## src/rtl/switch_conditioner.sv

```systemverilog
// Push-button conditioner: two-flop synchronizer, counter debounce, press/release
// pulses and a hold FSM that produces long-press and auto-repeat step requests.
module switch_conditioner #(
    parameter int DEBOUNCE_LIMIT   = 250000,
    parameter int LONG_PRESS_LIMIT = 12500000,
    parameter int REPEAT_LIMIT     = 2500000
) (
    input  logic i_Clk,
    input  logic i_Reset,
    input  logic i_Switch,
    output logic o_Level,
    output logic o_Press,
    output logic o_Release,
    output logic o_Long,
    output logic o_Step
);

    localparam int DB_W     = (DEBOUNCE_LIMIT > 2) ? $clog2(DEBOUNCE_LIMIT) : 1;
    localparam int HOLD_MAX = (LONG_PRESS_LIMIT > REPEAT_LIMIT) ? LONG_PRESS_LIMIT : REPEAT_LIMIT;
    localparam int HOLD_W   = (HOLD_MAX > 2) ? $clog2(HOLD_MAX) : 1;

    localparam logic [DB_W-1:0]   DB_LAST   = DB_W'(DEBOUNCE_LIMIT - 1);
    localparam logic [HOLD_W-1:0] LONG_LAST = HOLD_W'(LONG_PRESS_LIMIT - 1);
    localparam logic [HOLD_W-1:0] REP_LAST  = HOLD_W'(REPEAT_LIMIT - 1);

    typedef enum logic [1:0] {
        IDLE   = 2'd0,
        HELD   = 2'd1,
        REPEAT = 2'd2
    } hold_state_e;

    logic              sync1_q, sync2_q;
    logic [DB_W-1:0]   db_cnt_q, db_cnt_d;
    logic              level_q, level_d;
    logic              press_q, press_d;
    logic              release_q, release_d;
    logic              rise, fall;
    hold_state_e       state_q, state_d;
    logic [HOLD_W-1:0] hold_cnt_q, hold_cnt_d;
    logic              long_q, long_d;
    logic              step_q, step_d;

    // Debounce: any agreement between sync and the level restarts the count.
    always_comb begin
        // NOTE: every combinational output gets a default first so no path infers a latch.
        db_cnt_d  = '0;
        level_d   = level_q;
        rise      = 1'b0;
        fall      = 1'b0;
        if (sync2_q != level_q) begin
            if (db_cnt_q == DB_LAST) begin
                level_d = sync2_q;
                rise    = sync2_q;
                fall    = ~sync2_q;
            end else begin
                db_cnt_d = db_cnt_q + DB_W'(1);
            end
        end
        press_d   = rise;
        release_d = fall;
    end

    // Hold FSM: a release edge always wins over a due long/repeat step.
    always_comb begin
        state_d    = state_q;
        hold_cnt_d = hold_cnt_q;
        long_d     = long_q;
        step_d     = 1'b0;
        case (state_q)
            IDLE: begin
                hold_cnt_d = '0;
                long_d     = 1'b0;
                if (rise) begin
                    state_d = HELD;
                    step_d  = 1'b1;
                end
            end
            HELD: begin
                if (fall) begin
                    state_d    = IDLE;
                    hold_cnt_d = '0;
                    long_d     = 1'b0;
                end else if (hold_cnt_q == LONG_LAST) begin
                    state_d    = REPEAT;
                    hold_cnt_d = '0;
                    long_d     = 1'b1;
                    step_d     = 1'b1;
                end else begin
                    hold_cnt_d = hold_cnt_q + HOLD_W'(1);
                end
            end
            REPEAT: begin
                if (fall) begin
                    state_d    = IDLE;
                    hold_cnt_d = '0;
                    long_d     = 1'b0;
                end else if (hold_cnt_q == REP_LAST) begin
                    hold_cnt_d = '0;
                    step_d     = 1'b1;
                end else begin
                    hold_cnt_d = hold_cnt_q + HOLD_W'(1);
                end
            end
            default: begin
                state_d    = IDLE;
                hold_cnt_d = '0;
                long_d     = 1'b0;
            end
        endcase
    end

    always_ff @(posedge i_Clk) begin
        // NOTE: state registers use non-blocking assignments so all flops update together.
        if (i_Reset) begin
            sync1_q    <= 1'b0;
            sync2_q    <= 1'b0;
            db_cnt_q   <= '0;
            level_q    <= 1'b0;
            press_q    <= 1'b0;
            release_q  <= 1'b0;
            state_q    <= IDLE;
            hold_cnt_q <= '0;
            long_q     <= 1'b0;
            step_q     <= 1'b0;
        end else begin
            sync1_q    <= i_Switch;
            sync2_q    <= sync1_q;
            db_cnt_q   <= db_cnt_d;
            level_q    <= level_d;
            press_q    <= press_d;
            release_q  <= release_d;
            state_q    <= state_d;
            hold_cnt_q <= hold_cnt_d;
            long_q     <= long_d;
            step_q     <= step_d;
        end
    end

    assign o_Level   = level_q;
    assign o_Press   = press_q;
    assign o_Release = release_q;
    assign o_Long    = long_q;
    assign o_Step    = step_q;

endmodule

```

## config.mk

```make
export PLATFORM = sky130hd
export DESIGN_NAME = switch_conditioner
export DESIGN_NICKNAME = d
export VERILOG_FILES = /design/src/rtl/switch_conditioner.sv
export SDC_FILE = /design/constraint.sdc
export NUM_CORES = 1
export LEC_CHECK = 0
export ABC_CLOCK_PERIOD_IN_PS = 1600
export CORE_ASPECT_RATIO = 1.2
export CORE_MARGIN = 2
export CORE_UTILIZATION = 54
export DETAILED_ROUTE_END_ITERATION = 10
export PLACE_DENSITY_LB_ADDON = 0.15
export SLEW_MARGIN = 10
export SYNTH_ARGS = -nofsm -noshare
export SYNTH_HDL_FRONTEND = slang
export SYNTH_SLANG_ARGS = --single-unit
```

## constraint.sdc

```tcl
create_clock -name i_Clk -period 1.6 [get_ports i_Clk]
set_input_delay 0.24 -clock i_Clk [delete_from_list [all_inputs] [get_ports i_Clk]]
set_output_delay 0.24 -clock i_Clk [all_outputs]
set_load 0.03 [all_outputs]
```

==> results of run 1 <==
==> cell usage after synthesis <==
library cell / number / area [um2]
nand2b_1: 1 / 6.26
nor3_2: 1 / 10.0
xor2_1: 23 / 201
dfxtp_1: 51 / 1020
a31oi_1: 3 / 18.8
nor2b_1: 4 / 25.0
nor2_2: 1 / 6.26
or3_1: 2 / 12.5
a21oi_1: 3 / 15.0
xnor2_1: 15 / 131
inv_1: 10 / 37.5
or4_4: 1 / 11.3
o21a_1: 2 / 15.0
nor3_4: 1 / 16.3
or3b_1: 1 / 8.76
a21bo_2: 1 / 10.0
and4_2: 1 / 10.0
nand3_1: 21 / 105
ha_1: 6 / 75.1
buf_2: 1 / 5.00
nor3_1: 7 / 35.0
a21oi_2: 1 / 8.76
or4b_4: 1 / 13.8
nand2_1: 16 / 60.1
o211ai_2: 1 / 12.5
and2_1: 3 / 18.8
nand4bb_1: 1 / 11.3
and4_1: 4 / 35.0
buf_6: 2 / 22.5
and3_1: 6 / 37.5
nor2_1: 52 / 195
o22ai_1: 1 / 6.26
clkbuf_1: 4 / 15.0
a211oi_1: 1 / 7.51
nor4bb_1: 3 / 30.0
nand4_1: 14 / 87.6
nor3b_1: 1 / 7.51
nor4_1: 3 / 18.8
o21ai_0: 2 / 10.0
or2_2: 1 / 6.26
and2b_1: 1 / 7.51
==> final cells by class <==
cell class / instances / area [um2] / share of cell area, %
clock inverters: 1 / 5.00 / 0.155
well taps: 56 / 70.1 / 2.17
inverters: 10 / 37.5 / 1.16
multi-input cells: 206 / 1400 / 43.3
clock buffers: 6 / 82.6 / 2.55
flip-flops and latches: 51 / 1020 / 31.7
repair buffers: 71 / 614 / 19.0
==> worst max path at each step <==
stage	startpoint	end
4_1_cts	db_cnt_q[9]	db_cnt_q[14]
3_3_place_gp	db_cnt_q[5]	o_Level
2_1_floorplan	db_cnt_q[9]	state_q[0]
5_1_grt	db_cnt_q[9]	state_q[0]
6_report	db_cnt_q[9]	state_q[0]
3_5_place_dp	db_cnt_q[5]	o_Level
==> cells in the final DEF (no fill, tap or decap), types with 6 or more instances in the layout <==
master           instances
dfxtp_1                 48
inv_1                   10
buf_4                   57
xor2_1                  23
nand2_1                 15
nand3_1                 20
nor2_1                  52
ha_1                     6
nor3_1                   6
and3_1                   6
nand4_1                 14
clkbuf_8                 6
clkdlybuf4s50_1          6
xnor2_1                 15
==> registers in the layout, summed over array words and instances, names as in the netlist <==
| name | count |
|---|---|
| o_Release | 1 |
| o_Level | 1 |
| o_Long | 1 |
| o_Press | 1 |
| sync1_q | 1 |
| state_q | 2 |
| hold_cnt_q | 24 |
| sync2_q | 1 |
| db_cnt_q | 18 |
| o_Step | 1 |
==> routing by layer <==
layer  global-route usage, %  wire, um
met1                    24.1      2150
met2                    43.8      3070
met3                    4.55       109
met4                    10.2       109
met5                       0         0
==> stage by stage <==
| stage | power [W] | instances | util (%) | hold slack [ns] |
|---|---|---|---|---|
| after floorplan | 0.00132 | 274 | - | 0.368 |
| after detailed placement | 0.00133 | 390 | 69.7 | 0.442 |
| after global placement | 0.00133 | 390 | 69.7 | 0.423 |
| final | 0.00204 | 401 | 75.9 | 0.453 |
| after global routing | 0.00212 | 401 | 75.9 | 0.465 |
| after CTS | 0.00206 | 400 | 74.2 | 0.453 |
==> timing repair <==
action | 4_1_cts | 5_1_grt
resized for setup | 14 | 11
endpoints found under the setup margin | 39 | 49
pin swaps | 6 | 3
buffers inserted | 2 | 1
gates cloned | 1 | 0
==> cell families after synthesis <==
group | Yosys count
DFF | 51
xor gates and xnor gates | 38
AOI/OAI and AO/OA | 15
adders and majority gates | 6
and+or+nand+nor | 147
buffers and inverters | 17
==> critical path, delay by kind of cell (launching register included) <==
family,cells,cell delay [ns]
AO/OA/AOI/OAI,1,0.14
buffers and inverters,1,0.15
flip-flops,1,0.32
AND/OR/NAND/NOR,4,1.16
==> power groups by stage <==
stage | Clock [W] | Sequential, W | Combinational (W)
after detailed placement | 0 | 0.00130 | 0.0000288
after global placement | 0 | 0.00130 | 0.0000284
final | 0.000733 | 0.00127 | 0.0000382
after CTS | 0.000752 | 0.00127 | 0.0000358
after global routing | 0.000805 | 0.00127 | 0.0000412
after floorplan | 0 | 0.00130 | 0.0000158
==> reports/results.txt, run 1 <==
Status - complete, but fails checks
Violated checks - setup timing
HPWL Detailed - 3580 um
Final Hold Viols - 0
Worst Tran Pin Value - 0.387 ns
Flop pwr share - 62.2%
Logic pwr share - 1.9%
Final Routed Wirelength - 5440 um
Seq/Total Area, Yosys - 42.7%
Compound-Gate Fraction of Synth Area - 4.35%
Wire length per cell - 13.6 um
Clock tree buffer depth - 2
Die span in y - 76.9 um
Max-slew headroom - 74.1%
CTS tree - done
Yosys reg bits - 51
Grt ovf - 0
# hold bufs at CTS - 0
F_max - 545 MHz
Syn avg cell area - 8.72 um2
CTS buffer count - 5
Final worst slack - -0.236 ns
Worst-path clk slew - 0.08 ns
Post-Syn Nets - 283
Sw Pwr - 0.000412 W
Tcrit/Tclk final - 115%
Synthesized instance count - 274
CP Max Fanout - 2
R2r endpoint - state_q[0]
RSZ-0062 raised after global routing - yes
Worst hold endpoint - db_cnt_q[0]
Drt drc - 0
Mux cell area share after synthesis - 0%
Reg2reg start - db_cnt_q[9]
Max cap viols - 0
Gr usage total - 23.2%
Dpl ws - -0.163 ns
Via count - 2116
Int Pwr - 0.00163 W
Final setup TNS - -6.98 ns
Initial Utilization - 56.0%
Vias in the first global route - 2132
Die width - 64.7 um
Post-synthesis adder-cell area fraction - 3.14%
Yosys cell types - 41
Clock network fraction of design power - 35.9%
Final antenna diode count - 0
Critical Path End Type - flop
Fillcell total - 302
CP max stage cell - or4_4
Start point of the worst hold path - db_cnt_q[0]
Pin count of the biggest net entering global routing - 25
I/O Buffers - 7
First-pass GRT wire length - 9050 um
Hold path cells - 1
CP peak stage delay - 0.55 ns
Final worst clock skew - 0.00637 ns
Skew-Pair Late Insertion Delay - 0.30 ns
Gp weighted congestion - 0.797
Post-route cell area - 3230 um2
Final setup fails - 47
Synth Area in Simple Gates - 32.5%
Reg2reg setup slack - -0.24 ns
Post-synthesis cell area - 2390 um2
VDD IR max - 0.390 mV
Layout cell share with drive strength beyond 1 - 28.7%
Worst-case reg-to-reg path depth - 6
CP required - 1.83 ns
Worst path cell trace - or4_4, nor3_4, buf_4, nand3_2, or3b_1, a21oi_1
Worst Setup Start Kind - flop
Fin crit period - 1.84 ns
Htree depth - 2
Ports - 8
Core area - 4260 um2
Initial antenna violation count - 0
Die area - 4970 um2
Arrival @ worst endpoint - 2.07 ns
Area Growth Syn to Fin - 35.4%
Largest family of logic cells by synthesized area - simple AND/OR/NAND/NOR gates
Row cnt - 26
Placed Area - 2970 um2
PD cells - 632 nW/um2
Hold WC Path Type - flop to flop
P_leak - 1.18 nW
Clk sinks - 51
Max-slew violations - 0
CTS root buffer - clkbuf_8
Syn. warnings - 0
Net Sw Frac - 20.2%
Drt pass-1 iters - 4
Antenna Nets Post-Route - 0
Via density - 5.28
Layout net count - 354
WS Path Type - flop to flop
Drt first-iter violations - 132
XOR/XNOR Fraction of Synth Area - 13.9%
(Power assumes the default switching activity.)
==> run 2, diff against run 1 <==
CORE_ASPECT_RATIO = 1.75   (was 1.2)
==> reports/results.txt, run 2 (synthesis results as in run 1) <==
Status - complete, but fails checks
Violated checks - setup timing
Final Hold Viols - 0
Clk sinks - 51
Most common cell after layout, fill and taps aside - buf_4
Dpl ws - -0.189 ns
Gr usage total - 23.6%
Row cnt - 32
Tcrit/Tclk final - 114%
Area Growth Syn to Fin - 33.0%
Final worst clock skew - 0.00576 ns
CP required - 1.80 ns
Max cap viols - 0
PD cells - 637 nW/um2
Flop pwr share - 62.8%
Initial Utilization - 55.2%
Clock network fraction of design power - 35.7%
Int Pwr - 0.00159 W
Ports - 8
Layout cell share with drive strength beyond 1 - 28.7%
Final Routed Wirelength - 5500 um
Arrival @ worst endpoint - 2.02 ns
Layout net count - 353
Top Registers - hold_cnt_q x24, db_cnt_q x18, state_q x2
CTS root buffer - clkbuf_8
Total power - 0.00202 W
Via density - 5.29
CTS tree - done
WS Path Type - flop to flop
Antenna Nets Post-Route - 0
Wire length per cell - 13.9 um
CTS buffer count - 5
Drt pass-1 iters - 4
Most frequent cells in the layout - buf_4 (58), nor2_1 (52), dfxtp_1 (43), xor2_1 (23), nand3_1 (20)
Worst Tran Pin Value - 0.405 ns
Drt first-iter violations - 33
Max-slew violations - 0
Gp weighted congestion - 0.804
P_leak - 1.18 nW
Via count - 2095
Final antenna diode count - 0
Fillcell total - 340
Core area - 4320 um2
Sw Pwr - 0.000439 W
Logic pwr share - 1.4%
Drt drc - 0
Setup crit start - hold_cnt_q[8]
First-pass GRT wire length - 8760 um
Hold WC Path Type - flop to flop
Net Sw Frac - 21.7%
Vias in the first global route - 2159
Reg2reg start - hold_cnt_q[8]
F_max - 551 MHz
Final worst slack - -0.216 ns
Final setup fails - 48
VDD IR max - 0.578 mV
Critical Path End Type - flop
Initial antenna violation count - 0
Fin crit period - 1.82 ns
Worst-path clk slew - 0.09 ns
I/O Buffers - 7
Grt ovf - 0
Skew-Pair Late Insertion Delay - 0.30 ns
Die width - 54.3 um
Max-slew headroom - 72.7%
Die span in y - 92.0 um
HPWL Detailed - 4030 um
Die area - 4990 um2
Largest reg by FF count - hold_cnt_q
Pin count of the biggest net entering global routing - 25
Htree depth - 2
Max reg flops - 24
Start point of the worst hold path - sync1_q
RSZ-0062 raised after global routing - yes
Worst Setup Start Kind - flop
Clock tree buffer depth - 2
CP Max Fanout - 6
-- run 2: cell count changes in the layout (fill, tap and decap cells not counted), moves of 2 or more --
cell      before  now
dfxtp_1       48   43
a21oi_2        3    1
buf_6          4    2
clkinv_2       1    3
dfxtp_2        3    8
a21oi_1        1    3
-- run 2: worst max-delay path, cell delays in order, from the launching register on --
cell and delay [ns]:
dfxtp_2 0.34, nand4bb_4 0.23, or3_4 0.41, o21a_1 0.21
o211ai_4 0.27, clkbuf_16 0.21, nor2_1 0.05
-- run 2: final timing paths --
path                    end  slack [ns]  cells past startpoint
max          hold_cnt_q[11]       -0.22                      6
min                 sync2_q        0.45                      1
max reg2reg  hold_cnt_q[11]       -0.22                      6
min reg2reg         sync2_q        0.45                      1
-- run 2: routing by layer --
metal / routed length (um) / share of wire (%) / vias to the layer above / GRT usage (%)
li1: - / - / 1070 / -
met1: 1980 / 36 / 992 / 20.6
met2: 3290 / 60 / 20 / 45.6
met3: 68 / 1.2 / 13 / 3.58
met4: 157 / 2.9 / 0 / 13.8
met5: 0 / 0 / - / 0
-- run 2: final cells by class --
class | count | area [um2] | area share, %
flip-flops and latches | 51 | 1030 | 32.5
inverters | 10 | 37.5 | 1.18
clock inverters | 3 | 15.0 | 0.473
clock buffers | 5 | 68.8 | 2.17
multi-input cells | 206 | 1370 | 43.0
well taps | 51 | 63.8 | 2.01
repair buffers | 70 | 594 | 18.7
-- run 2: power by group through the flow --
stage	Sequential, W	Combinational (W)	Clock (W)
finish	0.00127	0.0000293	0.000723
global route	0.00127	0.0000322	0.000803
CTS	0.00127	0.0000293	0.000751
detailed placement	0.00130	0.0000293	0
global placement	0.00130	0.0000287	0
floorplan	0.00130	0.0000158	0
-- run 2: what timing repair did --
action / 4_1_cts / 5_1_grt
cloned: 0 / 2
hold buffers: 0 / 0
resized for setup: 8 / 15
setup endpoints to repair: 49 / 50
setup buffers: 1 / 1
pin swaps: 5 / 1
-- run 2: per-stage QoR --
step | hold slack, ns | setup TNS [ns] | instances | area (um2) | utilization (%)
floorplan | 0.368 | -2.40 | 274 | 2400 | -
global placement | 0.420 | -4.30 | 384 | 2960 | 68.4
finish | 0.447 | -6.62 | 396 | 3180 | 73.5
CTS | 0.448 | -5.38 | 393 | 3080 | 71.2
global route | 0.476 | -10.21 | 396 | 3180 | 73.5
detailed placement | 0.428 | -5.66 | 384 | 2960 | 68.4
